`config.mk`:
```
export PLATFORM = sky130hd
export DESIGN_NAME = vga_timing_gen
export DESIGN_NICKNAME = d
export VERILOG_FILES = /design/src/rtl/vga_timing_gen.sv
export SDC_FILE = /design/constraint.sdc
export NUM_CORES = 1
export LEC_CHECK = 0
export ABC_AREA = 1
export ABC_CLOCK_PERIOD_IN_PS = 1900
export CORE_ASPECT_RATIO = 1.5
export CORE_MARGIN = 3
export CORE_UTILIZATION = 54
export CTS_BUF_LIST = sky130_fd_sc_hd__clkbuf_2 sky130_fd_sc_hd__clkbuf_4 sky130_fd_sc_hd__clkbuf_8
export DETAILED_ROUTE_END_ITERATION = 16
export GPL_TIMING_DRIVEN = 1
export PLACE_DENSITY = 0.82
export RECOVER_POWER = 100
export SYNTH_ARGS = -nofsm -noshare
export SYNTH_HDL_FRONTEND = slang
export SYNTH_SLANG_ARGS = --single-unit
```
`constraint.sdc`:
```
create_clock -name clock -period 1.9 [get_ports clock]
set_input_delay 0.475 -clock clock [delete_from_list [all_inputs] [get_ports clock]]
set_output_delay 0.475 -clock clock [all_outputs]
set_load 0.02 [all_outputs]
```
`src/rtl/vga_timing_gen.sv`:
```
// vga_timing_gen: parametrised VGA raster timing generator.
//
// Walks a raster of H_TOTAL x V_TOTAL positions, one position per clock on
// which pix_en is high. Every output is registered and all of them describe
// the same position: sync and bright flags are computed from the position
// about to be loaded, so they never lag the counters.
//
// Ports:
//   clock        system clock, posedge
//   reset        synchronous, active-low
//   pix_en       pixel tick; raster advances one position when high
//   h_sync       horizontal sync, active level H_SYNC_POL
//   v_sync       vertical sync, active level V_SYNC_POL
//   bright       high while the position is inside the visible window
//   h_count      current column, 0..H_TOTAL-1
//   v_count      current line, 0..V_TOTAL-1
//   line_start   one-clock strobe when h_count becomes 0
//   frame_start  one-clock strobe when the position becomes (0,0)
//   frame_count  frames started since reset, modulo 2^FW
module vga_timing_gen #(
  parameter int unsigned H_ACTIVE   = 640,
  parameter int unsigned H_FP       = 16,
  parameter int unsigned H_SYNC     = 96,
  parameter int unsigned H_BP       = 48,
  parameter int unsigned V_ACTIVE   = 480,
  parameter int unsigned V_FP       = 10,
  parameter int unsigned V_SYNC     = 2,
  parameter int unsigned V_BP       = 29,
  parameter bit          H_SYNC_POL = 1'b0,
  parameter bit          V_SYNC_POL = 1'b0,
  parameter int unsigned CW         = 10,
  parameter int unsigned FW         = 8
) (
  input  logic          clock,
  input  logic          reset,
  input  logic          pix_en,
  output logic          h_sync,
  output logic          v_sync,
  output logic          bright,
  output logic [CW-1:0] h_count,
  output logic [CW-1:0] v_count,
  output logic          line_start,
  output logic          frame_start,
  output logic [FW-1:0] frame_count
);

  localparam int unsigned H_TOTAL   = H_ACTIVE + H_FP + H_SYNC + H_BP;
  localparam int unsigned V_TOTAL   = V_ACTIVE + V_FP + V_SYNC + V_BP;
  localparam int unsigned MAX_TOTAL = (H_TOTAL > V_TOTAL) ? H_TOTAL : V_TOTAL;

  generate
    if (H_ACTIVE < 1 || H_FP < 1 || H_SYNC < 1 || H_BP < 1 ||
        V_ACTIVE < 1 || V_FP < 1 || V_SYNC < 1 || V_BP < 1 ||
        CW < 1 || FW < 1 ||
        ((CW < 32) && ((64'd1 << CW) < 64'(MAX_TOTAL)))) begin : g_param_check
      $fatal(1, "vga_timing_gen: illegal geometry or CW too narrow for totals");
    end
  endgenerate

  // Back porches are at least one wide, so every boundary fits in CW bits.
  localparam logic [CW-1:0] H_LAST       = CW'(H_TOTAL - 1);
  localparam logic [CW-1:0] V_LAST       = CW'(V_TOTAL - 1);
  localparam logic [CW-1:0] H_VIS_END    = CW'(H_ACTIVE);
  localparam logic [CW-1:0] V_VIS_END    = CW'(V_ACTIVE);
  localparam logic [CW-1:0] H_SYNC_START = CW'(H_ACTIVE + H_FP);
  localparam logic [CW-1:0] H_SYNC_END   = CW'(H_ACTIVE + H_FP + H_SYNC);
  localparam logic [CW-1:0] V_SYNC_START = CW'(V_ACTIVE + V_FP);
  localparam logic [CW-1:0] V_SYNC_END   = CW'(V_ACTIVE + V_FP + V_SYNC);

  logic          h_wrap;
  logic          v_wrap;
  logic [CW-1:0] h_next;
  logic [CW-1:0] v_next;
  logic          bright_next;
  logic          h_sync_next;
  logic          v_sync_next;

  // Next raster position and the flags belonging to it.
  always_comb begin
    h_wrap = (h_count == H_LAST);
    v_wrap = (v_count == V_LAST);
    h_next = h_wrap ? '0 : h_count + 1'b1;
    v_next = v_count;
    if (h_wrap) begin
      v_next = v_wrap ? '0 : v_count + 1'b1;
    end
    bright_next = (h_next < H_VIS_END) && (v_next < V_VIS_END);
    h_sync_next = ((h_next >= H_SYNC_START) && (h_next < H_SYNC_END)) ?
                  H_SYNC_POL : ~H_SYNC_POL;
    v_sync_next = ((v_next >= V_SYNC_START) && (v_next < V_SYNC_END)) ?
                  V_SYNC_POL : ~V_SYNC_POL;
  end

  // Reset parks the raster on its last position so that the first enabled
  // tick lands on (0,0) and raises both strobes.
  always_ff @(posedge clock) begin
    if (!reset) begin
      h_count     <= H_LAST;
      v_count     <= V_LAST;
      bright      <= 1'b0;
      h_sync      <= ~H_SYNC_POL;
      v_sync      <= ~V_SYNC_POL;
      line_start  <= 1'b0;
      frame_start <= 1'b0;
      frame_count <= '1;
    end else if (pix_en) begin
      h_count     <= h_next;
      v_count     <= v_next;
      bright      <= bright_next;
      h_sync      <= h_sync_next;
      v_sync      <= v_sync_next;
      line_start  <= h_wrap;
      frame_start <= h_wrap && v_wrap;
      if (h_wrap && v_wrap) begin
        frame_count <= frame_count + 1'b1;
      end
    end else begin
      line_start  <= 1'b0;
      frame_start <= 1'b0;
    end
  end

endmodule

```
==> results of run 1 <==
-- cell families after synthesis --
group,after synthesis
AOI/OAI and AO/OA,45
xor gates and xnor gates,1
adders and majority gates,4
buffers and inverters,45
DFF,33
and+or+nand+nor,181
-- worst max path at each step --
stage | from | to | slack [ps] | cells after the start
6_report | v_count[9] | v_count[9] | 40 | 1
5_1_grt | h_count[9] | v_sync | -40 | 13
4_1_cts | v_count[5] | v_count[5] | 10 | 1
3_5_place_dp | h_count[1] | v_sync | -30 | 12
3_3_place_gp | h_count[1] | bright | 4 | 11
2_1_floorplan | h_count[0] | frame_count[4] | 30 | 11
-- state kept, by name (all words and copies together), names as in the netlist --
name and flops:
h_count 10, v_count 10, frame_count 8, bright 1
frame_start 1, h_sync 1, line_start 1, v_sync 1
-- power by group --
part	total, uW	internal (uW)	switching, uW
sequential	788	734	53.9
combinational	547	226	321
clock	551	302	249
total	1890	1260	624
-- metal layers --
layer  vias up  wire (um)  share of wire, %  track usage [%]
met2        71       2650                50             41.7
li1       1136          -                 -                -
met4         0        108               2.0             10.2
met1      1019       2240                42             29.2
met3        12        301               5.7             4.50
met5         -          0                 0                0
-- cell usage after synthesis, drive strengths merged --
master and number:
nand2 98, inv 35, dfxtp 33, nor2 32, nand3 30, a21oi 17, o21ai 17, nand4 13
clkbuf 5, o211ai 5, buf 4, ha 4, nor3 3, nand3b 2, o21bai 2, o31ai 2
a211oi 1, a31oi 1, and2 1, clkinv 1, nor3b 1, nor4 1, xnor2 1
-- stage by stage --
step / setup WS, ps / setup TNS [ps]
finish: 43.5 / 0
global route: -41.4 / -56.5
CTS: 9.73 / 0
detailed placement: -32.1 / -47.1
global placement: 4.20 / 0
floorplan: 26.2 / 0
-- repair_timing --
action | 4_1_cts | 5_1_grt
cloned | 0 | 1
pin swaps | 0 | 1
endpoints found under the setup margin | 4 | 12
setup buffers | 0 | 6
resized for setup | 3 | 19
hold buffers | 0 | 0
-- area by class of cell --
cell class | instances | area share (%)
clock buffers | 7 | 3.34
flip-flops and latches | 33 | 24.6
repair buffers | 59 | 20.8
multi-input cells | 232 | 44.3
inverters | 36 | 5.00
well taps | 42 | 1.95
==> reports/results.ini, run 1 <==
[outcome]
status = completed

[floorplanning]
coreArea_um2 = 3480
die_y_um = 80.2
fp-row-count = 26
dieArea_um2 = 4450
ioPinCount = 36
die_w_um = 55.5
start_util_pct = 57.0

[drt]
wl_per_cell_um = 12.9
viasPerCell = 5.47
drc = 0
vias = 2238
drt_first_pass_iters = 4
drt-total-wl_mm = 5.30
drt-initial-drc-count = 117
postRouteAntennaNets = 0

[setup_path]
startpoint_type = flip-flop
critical_path_required_ps = 1420
ff2ff_path_depth = 11
reg2reg_slack_ps = 140
worst_ep_arrival_time_ps = 1380
r2r_end = frame_count[4]
cp-end-kind = output port
cpMaxStageDelayCell = clkdlybuf4s50_1
crit_buf_inv = 1
reg2reg_from = h_count[1]
slowest_delay_ps = 650
cp_top_family = buffers and inverters
crit_path_cell_trace = clkdlybuf4s50_1
worstPathMaxFanout = 6
criticalPathCategory = reg -> out

[finish]
drive_gt1_share_pct = 15.5
ff_latch_area_um2 = 664
multi_input_area_um2 = 1200
final_nets = 374
final_util_pct = 77.6
fin_area_um2 = 2700
layout_commonest_cell = nand2_1
final_cell_mix = nand2_1, inv_1, dfxtp_1
syn_to_final_growth_pct = 36.1
finalNonFillerCells = 409
fillers = 257
diodes = 0

[clock_network]
numCtsBuffers = 5
insertion_delay_ps = 280
clock-sinks = 33
cts-root-buf = clkbuf_8
clockBufferDepth = 2
htree_levels = 2
cts_tree = yes
clkSlewWorstSetupHoldPaths_ps = 60

[sta]
slew_headroom_pct = 77.4
fin_skew_ps = 1.52
fin_crit_sh_pct = 97.7
slew_viol_final = 0
worstMarginPinSlew_ps = 337
max_freq_ghz = 0.539
finalSetupViolCount = 0
rsz0062_at_grt = yes
hold_viol = 0
hold_slack_ps = 492
timing.final.crit_period_ps = 1860

[synthesis]
synth_compound_area_share_pct = 12.9
synthDistinctLibCells = 34
synth-xor-area-share_pct = 0.441
syn_nets = 316
synthCells = 309
yosysSeqAreaShare_pct = 33.3
yosysTopAreaCellShare_pct = 33.3
synth_area_um2 = 1980
yosys_register_bits = 33
ys_warn_count = 0
synth.avg_cell_area_um2 = 6.42
synthSimpleGateAreaFrac_pct = 41.7
synthMuxAreaShare_pct = 0
yosys.area.top_type = dfxtp_1
yosys-top-cells-area = dfxtp_1, nand2_1, nand3_1
synth_fa_ha_area_share_pct = 2.52
synth_top_family_by_area = simple AND/OR/NAND/NOR gates

[place]
io_buffers = 35
dp_cells = 395
hpwl_mm = 3.83
gp_congestion = 0.894
place_area_um2 = 2490

[hold_path]
hold_class = reg -> reg
min_path_cells = 2
hold_path_end = h_count[1]
hp-start = h_count[1]

[global_routing]
antenna_found_initial = 0
grt_pass1_vias = 2014
grt.overflow.total = 0
grt_usage_pct = 24.2
grt_max_degree = 19
grt_pass1_wl_mm = 8.77

[pwr]
max-vdd-ir-drop_uv = 730
power_density_nw_per_um2 = 698
power.total_uw = 1890
leakage_uw = 0.00140

[run]
max_cap_violations = 0

Note: power is estimated with default switching activity, not from simulation.
==> run 2, diff against run 1 <==
SLEW_MARGIN = 15   (was unset)
==> results of run 2 <==
The final DEF is identical to that of run 1; final timing and power are the same.
==> run 3, diff against run 2 <==
PLACE_DENSITY = 0.81   (was 0.82)
==> run 3 against run 2 <==
Effect of this change:
- die area unchanged
- global-route usage down 0.16 points
- first-iteration DRC count up 1.7%
- clock power up 2%
- design area down 2.5%
- sequential share of layout area up 0.81 points
- sequential power about the same
- combinational power down 4.4%
- count of clock-buffer cells in the layout up 1
- routed wire length down 1.3%
- total power down 0.56%
- hold slack worse by 2.7 ps
- critical path type unchanged
- highest routed layer unchanged
==> reports/results.ini, run 3 (same netlist as run 1, synthesis figures left out) <==
[outcome]
status = completed

[setup_path]
slowest_delay_ps = 660
criticalPathCategory = reg -> out
crit_path_cell_trace = clkdlybuf4s50_1
crit_buf_inv = 1
cp_num_cells = 1
r2r_end = v_sync
startpoint_type = flip-flop
ff2ff_path_depth = 13
critical_path_required_ps = 1420
reg2reg_from = h_count[1]
cpMaxStageDelayCell = clkdlybuf4s50_1
worst_ep_arrival_time_ps = 1400
worstPathMaxFanout = 6
reg2reg_slack_ps = 120
cp-end-kind = output port
cp_top_family = buffers and inverters

[clock_network]
hold_buffers = 0
clockBufferDepth = 2
insertion_delay_ps = 280
cts-root-buf = clkbuf_8
numCtsBuffers = 5
clock-sinks = 33
cts_tree = yes
clkSlewWorstSetupHoldPaths_ps = 70
htree_levels = 2

[floorplanning]
fp-row-count = 26
start_util_pct = 57.0
coreArea_um2 = 3480
die_w_um = 55.5
dieArea_um2 = 4450
die_y_um = 80.2
ioPinCount = 36

[hold_path]
hold_class = reg -> reg
hold_path_end = bright
min_path_cells = 2
hp-start = bright

[sta]
slew_viol_final = 0
slew_headroom_pct = 75.9
worstMarginPinSlew_ps = 362
finalSetupViolCount = 0
hold_slack_ps = 489
max_freq_ghz = 0.533
fin_crit_sh_pct = 98.8
timing.final.crit_period_ps = 1880
fin_skew_ps = 4.37
hold_viol = 0

[pwr]
p_seq_share_pct = 42.2
p_sw_uw = 624
leakage_uw = 0.00130
combPwrFrac_pct = 27.9
max-vdd-ir-drop_uv = 807
pwr-share-clk_pct = 29.9
power_density_nw_per_um2 = 712
cell_internal_pwr_uw = 1250
p_sw_share_pct = 33.3

[finish]
fin_area_um2 = 2630
diodes = 0
fillers = 289
syn_to_final_growth_pct = 32.7
drive_gt1_share_pct = 14.4
ff_latch_area_um2 = 669
top_regs = h_count x10, v_count x10, frame_count x8
final_nets = 367
final_util_pct = 75.7
multi_input_area_um2 = 1180
layout_commonest_cell = nand2_1
final_cell_mix = nand2_1, inv_1, nand3_1
finalNonFillerCells = 403

[place]
gp_congestion = 0.886
io_buffers = 35
hpwl_mm = 3.83
dp_cells = 392
place_area_um2 = 2470

[drt]
postRouteAntennaNets = 0
wl_per_cell_um = 13.0
drc = 0
viasPerCell = 5.42
drt_first_pass_iters = 4
drt-initial-drc-count = 119
vias = 2185
drt-total-wl_mm = 5.23

[global_routing]
antenna_found_initial = 0
grt_pass1_vias = 2052
grt_max_degree = 16
grt_pass1_wl_mm = 8.75
grt.overflow.total = 0
grt_usage_pct = 24.0

[run]
max_cap_violations = 0

-- run 3: cell types whose count changed in the layout (fill, tap and decap cells not counted), moves of 3 or more --
cell / before / now
buf_4: 23 / 15
dlygate4sd3_1: 0 / 3
dlymetal6s2s_1: 8 / 4
nor2_2: 3 / 6
nor2_4: 6 / 3
-- run 3: metrics by stage --
| stage | total power, uW | worst slack (ps) | TNS [ps] |
|---|---|---|---|
| 2_1_floorplan | 1110 | 26.2 | 0 |
| 6_report | 1880 | 23.6 | 0 |
| 5_1_grt | 1970 | -9.05 | -9.23 |
| 4_1_cts | 1840 | 4.28 | 0 |
| 3_3_place_gp | 1280 | 74.2 | 0 |
| 3_5_place_dp | 1290 | 39.8 | 0 |
-- run 3: area by class of cell --
type                    count  area share [%]
inverters                  36            5.13
clock buffers               8            3.47
repair buffers             53            19.2
multi-input cells         231            44.8
well taps                  42            2.00
flip-flops and latches     33            25.4
-- run 3: routing by layer --
metal | vias up | global-route usage [%] | part of all wire [%]
li1 | 1115 | - | -
met1 | 1001 | 27.3 | 44
met2 | 61 | 44.3 | 50
met3 | 8 | 3.86 | 4.0
met4 | 0 | 9.49 | 1.6
met5 | - | 0 | 0
-- run 3: how the worst max path moves through the flow --
stage | startpoint | end | slack (ps)
2_1_floorplan | h_count[0] | frame_count[4] | 30
3_3_place_gp | pix_en | frame_count[7] | 70
3_5_place_dp | pix_en | frame_count[5] | 40
4_1_cts | v_count[4] | v_count[4] | 4
5_1_grt | h_count[5] | h_count[5] | -9
6_report | h_count[5] | h_count[5] | 20
-- run 3: what timing repair did --
| action | in CTS | in global routing |
|---|---|---|
| buffers inserted | 0 | 3 |
| pin swaps | 0 | 4 |
| setup endpoints to repair | 1 | 14 |
| gates resized for setup | 1 | 19 |
-- run 3: power groups by stage --
stage          Sequential (uW)  Clock [uW]  Combinational (uW)
3_5_place_dp               799           0                 492
5_1_grt                    798         595                 577
3_3_place_gp               799           0                 486
2_1_floorplan              842           0                 269
6_report                   790         561                 523
4_1_cts                    784         566                 494
